<file path="config.mk">
export PLATFORM = sky130hd
export DESIGN_NAME = flappy_game_ctrl
export DESIGN_NICKNAME = d
export VERILOG_FILES = /design/src/rtl/flappy_game_ctrl.sv
export SDC_FILE = /design/constraint.sdc
export NUM_CORES = 1
export LEC_CHECK = 0
export CORE_MARGIN = 4
export CORE_UTILIZATION = 53
export CTS_CLUSTER_SIZE = 12
export DETAILED_ROUTE_END_ITERATION = 8
export PLACE_DENSITY_LB_ADDON = 0.1
export SETUP_SLACK_MARGIN = 0.4
export SYNTH_ARGS = -nofsm -noshare
export SYNTH_HDL_FRONTEND = slang
export SYNTH_SLANG_ARGS = --single-unit
</file>
<file path="constraint.sdc">
create_clock -name clk -period 3.9 [get_ports clk]
set_clock_uncertainty 0.1 [all_clocks]
set_input_delay 0.39 -clock clk [delete_from_list [all_inputs] [get_ports clk]]
set_output_delay 0.39 -clock clk [all_outputs]
set_load 0.02 [all_outputs]
</file>
<file path="src/rtl/flappy_game_ctrl.sv">
// ---------------------------------------------------------------------------
// flappy_game_ctrl
// Game sequencer that sits between the keyboard/frame-tick logic and the
// buildings/bird units. It runs the idle/play/slow/hit/over state machine and
// keeps track of lives, score and the slow-motion budget.
//
// Ports
//   clk, reset                 clock, synchronous active-high reset
//   start_of_frame             one-cycle pulse per video frame
//   start_key, slow_key        synchronized key levels (rising-edge detected)
//   stage                      stage count from the buildings unit
//   collision_bird_building    bird overlaps a building (level)
//   collision_bird_ground      bird touches ground/ceiling (level)
//   destructed_building_1/2    building destroyed flags (rising-edge detected)
//   slow_down, freeze          motion control to buildings / bird units
//   game_over                  high while in OVER
//   score, lives, slow_left    game counters
//   state                      IDLE=0 PLAY=1 SLOW=2 HIT=3 OVER=4
// ---------------------------------------------------------------------------
module flappy_game_ctrl #(
    parameter int LIVES         = 3,
    parameter int SLOW_BUDGET   = 3,
    parameter int SLOW_FRAMES   = 120,
    parameter int HIT_FRAMES    = 60,
    parameter int INVULN_FRAMES = 90,
    parameter int DESTROY_BONUS = 5
) (
    input  logic        clk,
    input  logic        reset,
    input  logic        start_of_frame,
    input  logic        start_key,
    input  logic        slow_key,
    input  logic [31:0] stage,
    input  logic        collision_bird_building,
    input  logic        collision_bird_ground,
    input  logic        destructed_building_1,
    input  logic        destructed_building_2,
    output logic        slow_down,
    output logic        freeze,
    output logic        game_over,
    output logic [15:0] score,
    output logic [2:0]  lives,
    output logic [3:0]  slow_left,
    output logic [2:0]  state
);

    typedef enum logic [2:0] {
        IDLE = 3'd0,
        PLAY = 3'd1,
        SLOW = 3'd2,
        HIT  = 3'd3,
        OVER = 3'd4
    } state_t;

    state_t      state_q, state_d;
    logic [15:0] score_q, score_d;
    logic [2:0]  lives_q, lives_d;
    logic [3:0]  slow_left_q, slow_left_d;
    logic [7:0]  slow_timer_q, slow_timer_d;
    logic [7:0]  hit_timer_q, hit_timer_d;
    logic [7:0]  invuln_timer_q, invuln_timer_d;

    // Delayed copies for edge detection
    logic        start_key_q, slow_key_q, destr1_q, destr2_q;
    logic [31:0] stage_q;

    logic start_edge, slow_edge, destr1_edge, destr2_edge, stage_chg, hit;

    // Clamp an 18-bit sum to the 16-bit score range
    function automatic logic [15:0] sat16(input logic [17:0] v);
        return (v > 18'h0FFFF) ? 16'hFFFF : v[15:0];
    endfunction

    assign start_edge  = start_key & ~start_key_q;
    assign slow_edge   = slow_key & ~slow_key_q;
    assign destr1_edge = destructed_building_1 & ~destr1_q;
    assign destr2_edge = destructed_building_2 & ~destr2_q;
    assign stage_chg   = (stage != stage_q);
    assign hit         = (collision_bird_building | collision_bird_ground) &&
                         (invuln_timer_q == 8'd0);

    always_comb begin
        logic [17:0] sum;
        state_d        = state_q;
        score_d        = score_q;
        lives_d        = lives_q;
        slow_left_d    = slow_left_q;
        slow_timer_d   = slow_timer_q;
        hit_timer_d    = hit_timer_q;
        invuln_timer_d = invuln_timer_q;
        sum = {2'b00, score_q} + {17'd0, stage_chg}
            + (destr1_edge ? 18'(DESTROY_BONUS) : 18'd0)
            + (destr2_edge ? 18'(DESTROY_BONUS) : 18'd0);

        case (state_q)
            IDLE: begin
                if (start_edge) begin
                    state_d        = PLAY;
                    score_d        = 16'd0;
                    lives_d        = 3'(LIVES);
                    slow_left_d    = 4'(SLOW_BUDGET);
                    invuln_timer_d = 8'd0;
                end
            end
            PLAY, SLOW: begin
                // Scoring uses the current state, so a hit cycle still scores
                score_d = sat16(sum);
                if (start_of_frame && invuln_timer_q != 8'd0)
                    invuln_timer_d = invuln_timer_q - 8'd1;
                if (hit) begin
                    state_d      = HIT;
                    lives_d      = (lives_q != 3'd0) ? lives_q - 3'd1 : 3'd0;
                    hit_timer_d  = 8'(HIT_FRAMES);
                    slow_timer_d = 8'd0;
                end else if (state_q == PLAY) begin
                    if (slow_edge && slow_left_q != 4'd0) begin
                        state_d      = SLOW;
                        slow_left_d  = slow_left_q - 4'd1;
                        slow_timer_d = 8'(SLOW_FRAMES);
                    end
                end else if (start_of_frame) begin
                    slow_timer_d = slow_timer_q - 8'd1;
                    if (slow_timer_q == 8'd1)
                        state_d = PLAY;
                end
            end
            HIT: begin
                if (start_of_frame) begin
                    hit_timer_d = hit_timer_q - 8'd1;
                    if (hit_timer_q == 8'd1) begin
                        if (lives_q == 3'd0) begin
                            state_d = OVER;
                        end else begin
                            state_d        = PLAY;
                            invuln_timer_d = 8'(INVULN_FRAMES);
                        end
                    end
                end
            end
            OVER: begin
                if (start_edge)
                    state_d = IDLE;
            end
            default: state_d = IDLE;
        endcase
    end

    always_ff @(posedge clk) begin
        if (reset) begin
            state_q        <= IDLE;
            score_q        <= 16'd0;
            lives_q        <= 3'(LIVES);
            slow_left_q    <= 4'(SLOW_BUDGET);
            slow_timer_q   <= 8'd0;
            hit_timer_q    <= 8'd0;
            invuln_timer_q <= 8'd0;
        end else begin
            state_q        <= state_d;
            score_q        <= score_d;
            lives_q        <= lives_d;
            slow_left_q    <= slow_left_d;
            slow_timer_q   <= slow_timer_d;
            hit_timer_q    <= hit_timer_d;
            invuln_timer_q <= invuln_timer_d;
        end
        // Edge-detect copies track inputs in reset too, so no false edge on release
        start_key_q <= start_key;
        slow_key_q  <= slow_key;
        destr1_q    <= destructed_building_1;
        destr2_q    <= destructed_building_2;
        stage_q     <= stage;
    end

    assign slow_down = (state_q == SLOW);
    assign freeze    = (state_q == IDLE) || (state_q == HIT) || (state_q == OVER);
    assign game_over = (state_q == OVER);
    assign score     = score_q;
    assign lives     = lives_q;
    assign slow_left = slow_left_q;
    assign state     = state_q;

endmodule

</file>
### Yosys cells after proc, flatten, opt, wreduce, memory -nomap -nowiden

Cells that the tools add are included.

* reduce and logical (&&, ||, !) cells: 23
* $lt $le $gt $ge: 1
* div/mod/pow operators: 0
* shift operators: 0
* bitwise logic cells: 9
* multipliers: 0
* mux-type cells: 38
* $add $sub $neg: 8
* equality and inequality tests: 21

Operators by type and width (number)
* 8-bit two-way mux: 11
* 3-bit two-way mux: 15
* 16-bit two-way mux: 2
* 32-bit != test: 1
* 16-bit one-hot mux with 2 select lines: 1
* 8-bit one-hot mux with 3 select lines: 1
* 8-bit by 1-bit subtractor with 8-bit output, second input constant: 3
* 17-bit by 3-bit adder with 18-bit output: 1
* 18-bit by 3-bit adder with 18-bit output: 1
* 18-bit by 16-bit > comparator with 1-bit output, second input constant: 1
* 2-bit != test, second input constant: 9
* 16-bit by 1-bit adder with 17-bit output: 1
* 8-bit by 1-bit equality test with 1-bit output, second input constant: 2
* 4-bit two-way mux: 4
* 8-bit one-hot mux with 2 select lines: 1
* 4-bit != test, second input constant: 3
* 3-bit one-hot mux with 4 select lines: 1
* 3-bit AND reduction: 3
* 3-bit nonzero test: 3
* 8-bit zero test: 1
* 4-bit one-hot mux with 2 select lines: 1
* 8-bit nonzero test: 1
* 7-bit AND reduction: 1
* 3-bit by 2-bit equality test with 1-bit output, second input constant: 2
* other kinds (19): 30

* memory bits (read-only): 0
* bits in latches: 0
* register bits: 86
* output and inout bits: 29
* input port bits: 41
* bits in writable memories: 0
* memories: 0
* logic and storage cells: 112

### Longest topological paths before layout

Gate-level depths: netlist of the first run.

* word-level depth: 8
* mapped depth: 13
* mapped depth without buffers: 12

### Worst setup path after synthesis of the first run

No wires, ideal clock.

* path type: input -> register
* start: in stage[16]
* end: reg score_q[5] (netlist: score[5])
* data arrival time: 3.129 ns
* buffers on the path: 1
* setup time: 0.117 ns
* slack: 0.553 ns
* stages on the path: 13
* required time: 3.683 ns
* path through: xnor2_1 nand4_1 nor4_1 nand2_1 fa_1 ha_1 fa_1 a31oi_1 nor4_1 nand2b_1 clkbuf_1 o21ai_0 a32o_1

* word-level cells in the longest chain between the ends: 7

Ends and longest elaborated chain
* start: declaration: line 33 `input logic [31:0] stage,`
* 32-bit != test *: line 78 `assign stage_chg = (stage != stage_q);`
* 16-bit by 1-bit adder with 17-bit output *: line 91 `sum = {2'b00, score_q} + {17'd0, stage_chg}`
* 17-bit by 3-bit adder with 18-bit output *: line 92 `+ (destr1_edge ? 18'(DESTROY_BONUS) : 18'd0)`
* 18-bit by 3-bit adder with 18-bit output *: line 93 `+ (destr2_edge ? 18'(DESTROY_BONUS) : 18'd0);`
* 18-bit by 16-bit > comparator with 1-bit output: line 71 `return (v > 18'h0FFFF) ? 16'hFFFF : v[15:0];`
* 16-bit two-way mux *: line 71
* 16-bit one-hot mux with 2 select lines *: line 95 `case (state_q)`
* end signal: assignment: line 159 `score_q <= score_d;`
* end: declaration: line 56 `logic [15:0] score_q, score_d;`

Mark *: on every way between the ends. The rest lies on a longest branch, timed or not.
A chain may end at the register's enable or synchronous reset.

### Worst setup path after layout of the first run

* start: in stage[27]
* end: reg score_q[5] (netlist: score[5])

The elaborated chain is that of the path after synthesis.

==> results of run 1 <==
[per-stage QoR]
| step | setup WS (ns) | utilization (%) | cells | instance area (um2) |
|---|---|---|---|---|
| after floorplan | 0.5533 | - | 461 | 4064 |
| after global placement | 0.1420 | 65.82 | 618 | 4851 |
| after detailed placement | 0.03649 | 65.82 | 618 | 4851 |
| after CTS | 0.4265 | 68.54 | 634 | 5051 |
| after global routing | 0.4102 | 69.58 | 634 | 5127 |
| final | 0.5616 | 69.58 | 634 | 5127 |
[cell usage in the layout, fill, tap and decap left out, types with 6 or more instances in the layout]
master and instances:
inv_1 17, xor2_1 8, a21oi_1 27, nor4_1 6, xnor2_1 33, nand3_1 16, nor2_1 34, ha_1 10
nor3_1 13, clkdlybuf4s50_1 67, a21o_1 8, nand2_1 45, a211oi_1 8, o21ai_0 17, nand4_1 16, o21ai_1 6
dfxtp_1 86, buf_4 7, clkbuf_8 9, a31oi_1 8
[power groups by stage]
stage	clock network, uW	logic (uW)	registers [uW]
after floorplan	0	1110	1190
after global placement	0	1450	1210
after detailed placement	0	1480	1220
after CTS	645	1490	1200
after global routing	676	1690	1230
final	629	1500	1200
[sequential cells by signal, summed over array words and instances, names as in the netlist]
| register | cells |
|---|---|
| destr1_q | 1 |
| destr2_q | 1 |
| stage_q | 32 |
| invuln_timer_q | 8 |
| hit_timer_q | 8 |
| slow_key_q | 1 |
| state | 3 |
| start_key_q | 1 |
| lives | 3 |
| slow_timer_q | 8 |
| score | 16 |
| slow_left | 4 |
[logic make-up (layout without fill, tap and decap cells)]
| group | count (synthesis) | count (layout) | share of synthesized area [%] |
|---|---|---|---|
| xor+xnor | 43 | 43 | 9.267 |
| flops | 86 | 86 | 42.36 |
| fa+ha+maj | 14 | 14 | 4.865 |
| compound gates | 112 | 112 | 18.35 |
| simple gates | 167 | 167 | 20.69 |
| mux | 3 | 3 | 0.7389 |
| buf+inv | 36 | 110 | 3.725 |
[critical path, delay by kind of cell]
family | cells | cell delay (ns)
fa+ha+maj | 3 | 1.03
simple gates | 5 | 0.72
buf+inv | 2 | 0.67
compound gates | 3 | 0.56
xor+xnor | 1 | 0.13
[final cells by class]
type | instances | area, um2 | area share [%]
clock buffer | 9 | 123.9 | 2.416
sequential | 86 | 1722 | 33.58
inverter | 17 | 63.81 | 1.245
tap | 99 | 123.9 | 2.416
multi-input combinational | 339 | 2258 | 44.05
clock inverter | 7 | 76.32 | 1.489
timing repair buffer | 77 | 759.5 | 14.81
[layer usage]
metal	wire length (um)	GRT usage (%)	up-vias
met5	0	0	-
met4	163	8.649	0
met3	672	6.393	14
met2	4735	38.51	118
met1	3986	24.85	1686
li1	-	-	1807
[timing repair]
item / CTS / global route
setup buffers: 0 / 0
hold buffers: 0 / 0
endpoints found under the setup margin: 0 / 15
resized for setup: 0 / 14
[worst max-delay path by stage]
stage | from | endpoint
after floorplan | stage[16] | score[5]
after global placement | stage[31] | score[8]
after detailed placement | stage[31] | score[4]
after CTS | stage[12] | score[4]
after global routing | stage[27] | score[8]
final | stage[27] | score[5]
==> impl_metrics.csv, run 1 <==
group,metric,value,unit
status,status,"finished clean",
cts,cts_buffers,9,
power,clockPowerShare,18.9,%
logic_synthesis,syn_inst,461,
timing,rsz0062_at_grt,"no",
logic_synthesis,netlist_area,0.004064,mm2
floorplanning,fp.dieW,95.57,um
worst_setup_path,endpoint_kind,"register",
timing,fin_crit,3.338,ns
logic_synthesis,syn_avg_cell_area,8.815,um2
logic_synthesis,ys.flop_type,"dfxtp_1",
timing,period_share,85.60,%
min_path,hold_class,"primary input to register",
power,p_seq_share,36.0,%
power,switching_share,42.95,%
worst_setup_path,cp_slowest_cell,"clkdlybuf4s50_1",
timing,setup_viol,0,
worst_setup_path,startpoint_type,"primary input",
logic_synthesis,yosysMostFrequentCell,"dfxtp_1",
detailed_routing,vias,3625,
worst_setup_path,worst-setup-path-type,"primary input to register",
logic_synthesis,synth_common_cells,"dfxtp_1 (86), nand2_1 (45), xnor2_1 (35)",
power,p_leak,0.001936,uW
cts,clock_latency,0.37,ns
detailed_routing,drtAntennaViolNets,0,
detailed_routing,viasPerCell,5.718,
cts,clk_path_buf_depth,2,
worst_setup_path,r2r_start,"stage_q[22]",
power,ir_worst_vdd,273.1,uV
worst_setup_path,crit_chain,"clkdlybuf4s50_1, xnor2_1, nand4_1, nor4_2, nand2_1, fa_1, ha_2, fa_2, a31oi_4, nor4_4, nand2b_1, buf_4, o21ai_0, a32o_1",
logic_synthesis,synth_top_area_share,42.36,%
worst_setup_path,path_max_fanout,10,
logic_synthesis,synth.area.top_cells,"dfxtp_1 (42%), xnor2_1 (7.5%), nand2_1 (4.2%)",
power,power_density,650.3,mW/mm2
logic_synthesis,synth_top_area_cell,"dfxtp_1",
cts,clk_pin_slew,0.10,ns
global_routing,grt_pass1_vias,3445,
min_path,whs_path_depth,1,
floorplanning,rows,31,
detailed_routing,drt_iter0_drc,187,
logic_synthesis,ys_seq_elements,86,
timing,tns,0,ns
floorplanning,initial_core_util,55.14,%
cts,cts_sinks,86,
run,cap_violations,0,
finish,nNetsFinal,585,
placement,place_congestion,0.8840,
timing,slew_headroom,42.41,%
detailed_routing,wl_per_cell,15.08,um
worst_setup_path,cp.arrival,3.51,ns
worst_setup_path,rr_worst_depth,13,
logic_synthesis,seq_area_frac_synth,42.36,%
floorplanning,ios,70,
power,switchingPower,1432,uW
detailed_routing,wl,9558,um
worst_setup_path,ff2ff_setup_slack,0.69,ns
cts,htreeDepth,3,
timing,hold_viol,0,
finish,num_antenna_cells,0,
timing,holdWs,0.1311,ns
cts,tritoncts,"done",
global_routing,grt_pass1_wl,15690,um
logic_synthesis,synth_edf_count,0,
detailed_routing,firstDrtPassIters,5,
global_routing,grt_overflow_total,0,
worst_setup_path,required,4.07,ns
min_path,min_from,"stage[0]",
logic_synthesis,yosys_warnings,0,
finish,num-fill-cells,596,
global_routing,grt_start_max_net_pins,28,
global_routing,track_usage,21.93,%
logic_synthesis,synth-async-reset-ratio,0,%
min_path,whs_endpoint,"stage_q[0]",
logic_synthesis,syn-num-nets,516,
global_routing,antenna_found_initial,0,
worst_setup_path,slowest_delay,0.50,ns
cts,root_buffer,"clkbuf_8",
timing,worst_slew_pin_slew,0.8606,ns
floorplanning,die_area,0.009133,mm2
floorplanning,die_h,95.57,um
placement,io_buffers,69,
finish,drive_gt1_share,7.664,%
power,pwr-share-comb,45.1,%
floorplanning,core_area,0.007370,mm2
timing,maxSlewViolCount,0,
power,power,3334,uW
finish,syn2layout_area_growth,26.17,%
power,intPower,1902,uW
detailed_routing,drc,0,
timing,fmax,0.2995,GHz
placement,place_hpwl,7048,um
logic_synthesis,ys_types,59,
worst_setup_path,r2r_end,"score[5]",
Note: power is estimated with default switching activity, not from simulation.
==> run 2: changes to the inputs <==
Settings changed: CORE_UTILIZATION 53 to 48, HOLD_SLACK_MARGIN from default to 0.08, SKIP_LAST_GASP from default to 1.
Clock period 3.9 ns to 2.8 ns, I/O delays scaled along.
==> run 2 against run 1 <==
The run now ends with negative setup slack left. Final cell count is 6.2% higher. Wire length is 7.5% higher. Clock power is 48% higher. Total power is 53% higher. Critical path type unchanged. Largest power group unchanged.
==> impl_metrics.csv, run 2 (synthesis results as in run 1) <==
group,metric,value,unit
detailed_routing,drt_iter0_drc,153,
placement,place_congestion,0.8789,
finish,nNetsFinal,618,
floorplanning,die_h,100.0,um
finish,finish.utilization,67.02,%
power,intPower,2963,uW
run,cap_violations,0,
timing,worst_slew_pin_slew,0.6496,ns
timing,fin_ws,-0.3379,ns
placement,io_buffers,69,
worst_setup_path,r2r_end,"score[8]",
timing,fmax,0.3187,GHz
global_routing,grt_pass1_wl,17290,um
cts,root_buffer,"clkbuf_8",
floorplanning,ios,70,
finish,final_common_cell,"dfxtp_1",
floorplanning,core_area,0.008217,mm2
timing,maxSlewViolCount,0,
global_routing,grt_pass1_vias,3721,
finish,fin_cells,673,
detailed_routing,drc,0,
timing,fin_crit,3.138,ns
cts,clock_latency,0.36,ns
finish,final_cell_mix,"dfxtp_1 (80), clkdlybuf4s50_1 (55), nand2_1 (45)",
cts,htreeDepth,3,
placement,place_hpwl,7391,um
worst_setup_path,r2r_start,"stage_q[4]",
worst_setup_path,path_max_fanout,6,
finish,finalInstanceArea,0.005507,mm2
placement,place_inst,634,
cts,clk_path_buf_depth,2,
global_routing,grt_overflow_total,0,
timing,hold_viol,0,
power,pwr-share-comb,49.3,%
floorplanning,initial_core_util,49.46,%
timing,holdWs,0.09910,ns
worst_setup_path,ff2ff_setup_slack,-0.33,ns
cts,clk_pin_slew,0.09,ns
finish,syn2layout_area_growth,35.50,%
worst_setup_path,endpoint_kind,"register",
min_path,hold_class,"primary input to register",
worst_setup_path,rr_worst_depth,13,
status,failed_checks,"negative setup slack",
finish,top_register,"stage_q",
cts,cts_buffers,9,
min_path,whs_endpoint,"stage_q[13]",
power,p_leak,0.002145,uW
timing,period_share,112.1,%
global_routing,grt_start_max_net_pins,18,
detailed_routing,drtAntennaViolNets,0,
min_path,min_from,"stage[13]",
detailed_routing,firstDrtPassIters,4,
worst_setup_path,startpoint_type,"primary input",
power,p_seq_share,32.3,%
power,switching_share,41.82,%
cts,tritoncts,"done",
timing,slew_headroom,56.30,%
power,switchingPower,2130,uW
detailed_routing,viasPerCell,5.554,
timing,rsz0062_at_grt,"yes",
detailed_routing,vias,3738,
floorplanning,fp.dieW,100.0,um
placement,postPlaceCellArea,0.004987,mm2
status,status,"complete, but fails checks",
finish,drive_gt1_share,14.44,%
min_path,whs_path_depth,1,
power,power_density,924.9,mW/mm2
global_routing,track_usage,21.04,%
finish,num_antenna_cells,0,
worst_setup_path,required,2.95,ns
cts,cts_sinks,86,
power,clockPowerShare,18.3,%
detailed_routing,wl,10280,um
floorplanning,rows,33,
global_routing,antenna_found_initial,0,
detailed_routing,wl_per_cell,15.27,um
floorplanning,die_area,0.01000,mm2
worst_setup_path,worst-setup-path-type,"primary input to register",
worst_setup_path,cp.arrival,3.29,ns
timing,setup_viol,16,
power,ir_worst_vdd,420.8,uV
finish,largest_reg_flops,32,
-- run 2: cell types whose count changed in the layout (fill, tap and decap cells not counted), sizes merged --
cell           before  now
buf                 8   30
clkinvlp            0    1
dlygate4sd3         0   11
bufinv              0    1
dlymetal6s2s        2    4
clkinv              3    0
clkdlybuf4s50      67   55
dlygate4sd2         0   10
inv                21   22
-- run 2: critical path, stage by stage --
cell,delay (ns)
clkdlybuf4s50_1,0.50
xnor2_1,0.14
nand4_1,0.12
nor4_2,0.27
nand2_1,0.12
fa_1,0.45
ha_2,0.20
fa_2,0.37
a31oi_4,0.27
nor4_4,0.06
nand2b_1,0.13
buf_6,0.14
o21ai_1,0.06
a32o_1,0.19
-- run 2: how the worst max path moves through the flow --
stage | startpoint | endpoint | slack [ns] | cells after the start
final | stage[29] | score[8] | -0.34 | 14
after global routing | stage_q[1] | score[4] | -0.59 | 13
after CTS | stage_q[11] | score[5] | -0.36 | 13
after detailed placement | stage[1] | score[10] | -0.89 | 14
after global placement | stage[1] | score[8] | -0.83 | 14
after floorplan | stage_q[0] | score[5] | -0.14 | 13
-- run 2: timing repair --
action	CTS	global route
hold endpoints to repair	7	4
pin swaps	2	10
hold buffers	7	4
setup buffers	8	4
resized for setup	19	23
endpoints found under the setup margin	18	23
-- run 2: layout make-up --
class | instances | area, um2
flip-flops and latches | 86 | 1734
multi-input cells | 339 | 2333
repair buffers | 110 | 1031
inverters | 17 | 66.31
clock buffers | 9 | 123.9
well taps | 105 | 131.4
clock inverters | 7 | 86.33
fillers | 667 | 2710
-- run 2: metrics by stage --
stage | power [uW] | setup TNS [ns] | setup slack (ns)
finish | 5093 | -4.639 | -0.3379
global route | 5463 | -8.484 | -0.5879
CTS | 4967 | -4.804 | -0.3556
detailed placement | 3930 | -13.15 | -0.8884
global placement | 3885 | -12.26 | -0.8265
floorplan | 3303 | -0.7188 | -0.1419
-- run 2: power by group through the flow --
| stage | sequential, uW | clock (uW) | combinational (uW) |
|---|---|---|---|
| after floorplan | 1660 | 0 | 1640 |
| after global placement | 1660 | 0 | 2220 |
| after detailed placement | 1670 | 0 | 2260 |
| after CTS | 1640 | 946 | 2380 |
| after global routing | 1670 | 998 | 2790 |
| final | 1650 | 934 | 2510 |
-- run 2: per-layer routing --
metal / GRT usage (%) / wire, um / vias up
li1: - / - / 1883
met1: 26.17 / 4594 / 1767
met2: 36.43 / 5138 / 81
met3: 4.587 / 445 / 7
met4: 6.528 / 96 / 0
met5: 0 / 0 / -
==> run 3: changes to the inputs <==
Settings changed: CORE_ASPECT_RATIO from default to 0.75, GPL_TIMING_DRIVEN from default to 1.
==> run 3 against run 2 <==
The flow still finishes with violations (negative setup slack). Sequential power about the same. Largest cell class unchanged. Via count grew 0.48%. Core utilization rose by 2.1 points. Critical path type unchanged. Die area is 0.15% higher. Wire length shrank 0.51%. First-iteration DRC count rose by 19%.
==> impl_metrics.csv, run 3 (synthesis results as in run 1) <==
group,metric,value,unit
cts,clk_pin_slew,0.06,ns
timing,period_share,115.3,%
power,p_leak,0.002181,uW
detailed_routing,wl_per_cell,15.37,um
cts,clock_latency,0.34,ns
cts,cts_sinks,86,
global_routing,antenna_found_initial,0,
floorplanning,die_area,0.01002,mm2
cts,cts_buffers,9,
finish,fin_cells,665,
global_routing,grt_pass1_vias,3595,
timing,maxSlewViolCount,0,
finish,top_register,"stage_q",
floorplanning,rows,28,
status,failed_checks,"negative setup slack",
power,switching_share,40.29,%
power,ir_worst_vdd,579.7,uV
worst_setup_path,startpoint_type,"primary input",
placement,place_inst,634,
worst_setup_path,path_max_fanout,6,
finish,finalInstanceArea,0.005567,mm2
worst_setup_path,required,2.93,ns
timing,tns,-5.773,ns
worst_setup_path,rr_worst_depth,14,
detailed_routing,drt_iter0_drc,182,
cts,tritoncts,"done",
min_path,hold_class,"primary input to register",
worst_setup_path,r2r_end,"score[8]",
floorplanning,fp.dieW,114.2,um
floorplanning,initial_core_util,50.43,%
finish,num_antenna_cells,0,
detailed_routing,vias,3756,
placement,place_congestion,0.8954,
timing,rsz0062_at_grt,"yes",
placement,postPlaceCellArea,0.004987,mm2
worst_setup_path,critical_path.startpoint,"stage[7]",
detailed_routing,firstDrtPassIters,5,
floorplanning,core_area,0.008058,mm2
worst_setup_path,cp.arrival,3.36,ns
run,cap_violations,0,
timing,fin_ws,-0.4279,ns
floorplanning,die_h,87.69,um
cts,clk_path_buf_depth,2,
power,pwr-share-comb,47.1,%
global_routing,grt_start_max_net_pins,19,
timing,setup_viol,16,
cts,htreeDepth,3,
detailed_routing,drtAntennaViolNets,0,
timing,hold_viol,0,
finish,nNetsFinal,610,
min_path,whs_endpoint,"stage_q[13]",
detailed_routing,wl,10220,um
min_path,min_from,"stage[13]",
power,switchingPower,2195,uW
status,status,"complete, but fails checks",
finish,final_cell_mix,"dfxtp_1 (81), clkdlybuf4s50_1 (54), nand2_1 (44)",
global_routing,track_usage,20.81,%
timing,slew_headroom,64.65,%
worst_setup_path,r2r_start,"stage_q[16]",
power,intPower,3254,uW
placement,place_hpwl,7246,um
timing,worst_slew_pin_slew,0.5253,ns
placement,dp_slack,-1.133,ns
timing,fin_crit,3.228,ns
detailed_routing,drc,0,
worst_setup_path,ff2ff_setup_slack,-0.41,ns
min_path,whs_path_depth,1,
worst_setup_path,worst-setup-path-type,"primary input to register",
global_routing,grt_pass1_wl,16790,um
placement,io_buffers,69,
cts,root_buffer,"clkbuf_16",
worst_setup_path,endpoint_kind,"register",
finish,largest_reg_flops,32,
finish,syn2layout_area_growth,36.98,%
power,power_density,979.0,mW/mm2
power,clockPowerShare,22.7,%
finish,final_common_cell,"dfxtp_1",
global_routing,grt_overflow_total,0,
power,p_seq_share,30.2,%
finish,drive_gt1_share,15.71,%
floorplanning,ios,70,
detailed_routing,viasPerCell,5.648,
timing,fmax,0.3098,GHz
finish,finish.utilization,69.08,%
-- run 3: through the flow --
stage	hold slack, ns	total power (uW)
floorplan	0.2077	3303
global placement	0.3598	3860
detailed placement	0.3795	3916
CTS	0.08741	5305
global route	0.09510	5826
finish	0.09882	5449
-- run 3: critical path: stages --
cell and delay (ns):
clkdlybuf4s50_1 0.44, xnor2_1 0.21, nand4_1 0.18, nor4_4 0.32, nand2_4 0.07, fa_1 0.43
ha_2 0.20, fa_2 0.36, a31oi_4 0.27, nor4_4 0.08, buf_4 0.15, nand2b_4 0.09
o21ai_1 0.07, a32o_1 0.20
-- run 3: worst max path at each step --
stage                           end  slack [ns]  cells after the start
after floorplan            score[5]       -0.14                     13
after global placement     score[8]       -1.06                     14
after detailed placement  score[13]       -1.13                     14
after CTS                  score[8]       -0.42                     13
after global routing       score[5]       -0.55                     14
final                      score[8]       -0.43                     14
-- run 3: timing repair --
item / in CTS / in global routing
gates resized for setup: 30 / 19
endpoints found under the setup margin: 20 / 23
hold endpoints to repair: 0 / 1
hold buffers: 0 / 1
setup buffers: 10 / 3
cloned: 1 / 0
pin swaps: 15 / 6
-- run 3: area by class of cell --
| cell class | instances | area, um2 |
|---|---|---|
| Sequential cell | 86 | 1733 |
| Timing Repair Buffer | 101 | 925.9 |
| Tap cell | 105 | 131.4 |
| Clock inverter | 7 | 86.33 |
| Inverter | 17 | 63.81 |
| Fill cell | 666 | 2491 |
| Clock buffer | 9 | 225.2 |
| Multi-Input combinational cell | 340 | 2401 |
-- run 3: power groups by stage --
| stage | sequential, uW | combinational, uW | clock [uW] |
|---|---|---|---|
| global placement | 1660 | 2200 | 0 |
| floorplan | 1660 | 1640 | 0 |
| CTS | 1640 | 2390 | 1280 |
| detailed placement | 1670 | 2250 | 0 |
| global route | 1680 | 2830 | 1320 |
| finish | 1640 | 2570 | 1240 |
-- run 3: layer usage --
layer | GRT usage (%) | routed length (um) | share of wire, % | vias up
met2 | 34.17 | 4819 | 47 | 116
met4 | 4.531 | 55 | 0.54 | 0
li1 | - | - | - | 1864
met5 | 0 | 0 | 0 | -
met1 | 27.18 | 4696 | 46 | 1770
met3 | 6.492 | 651 | 6.4 | 6
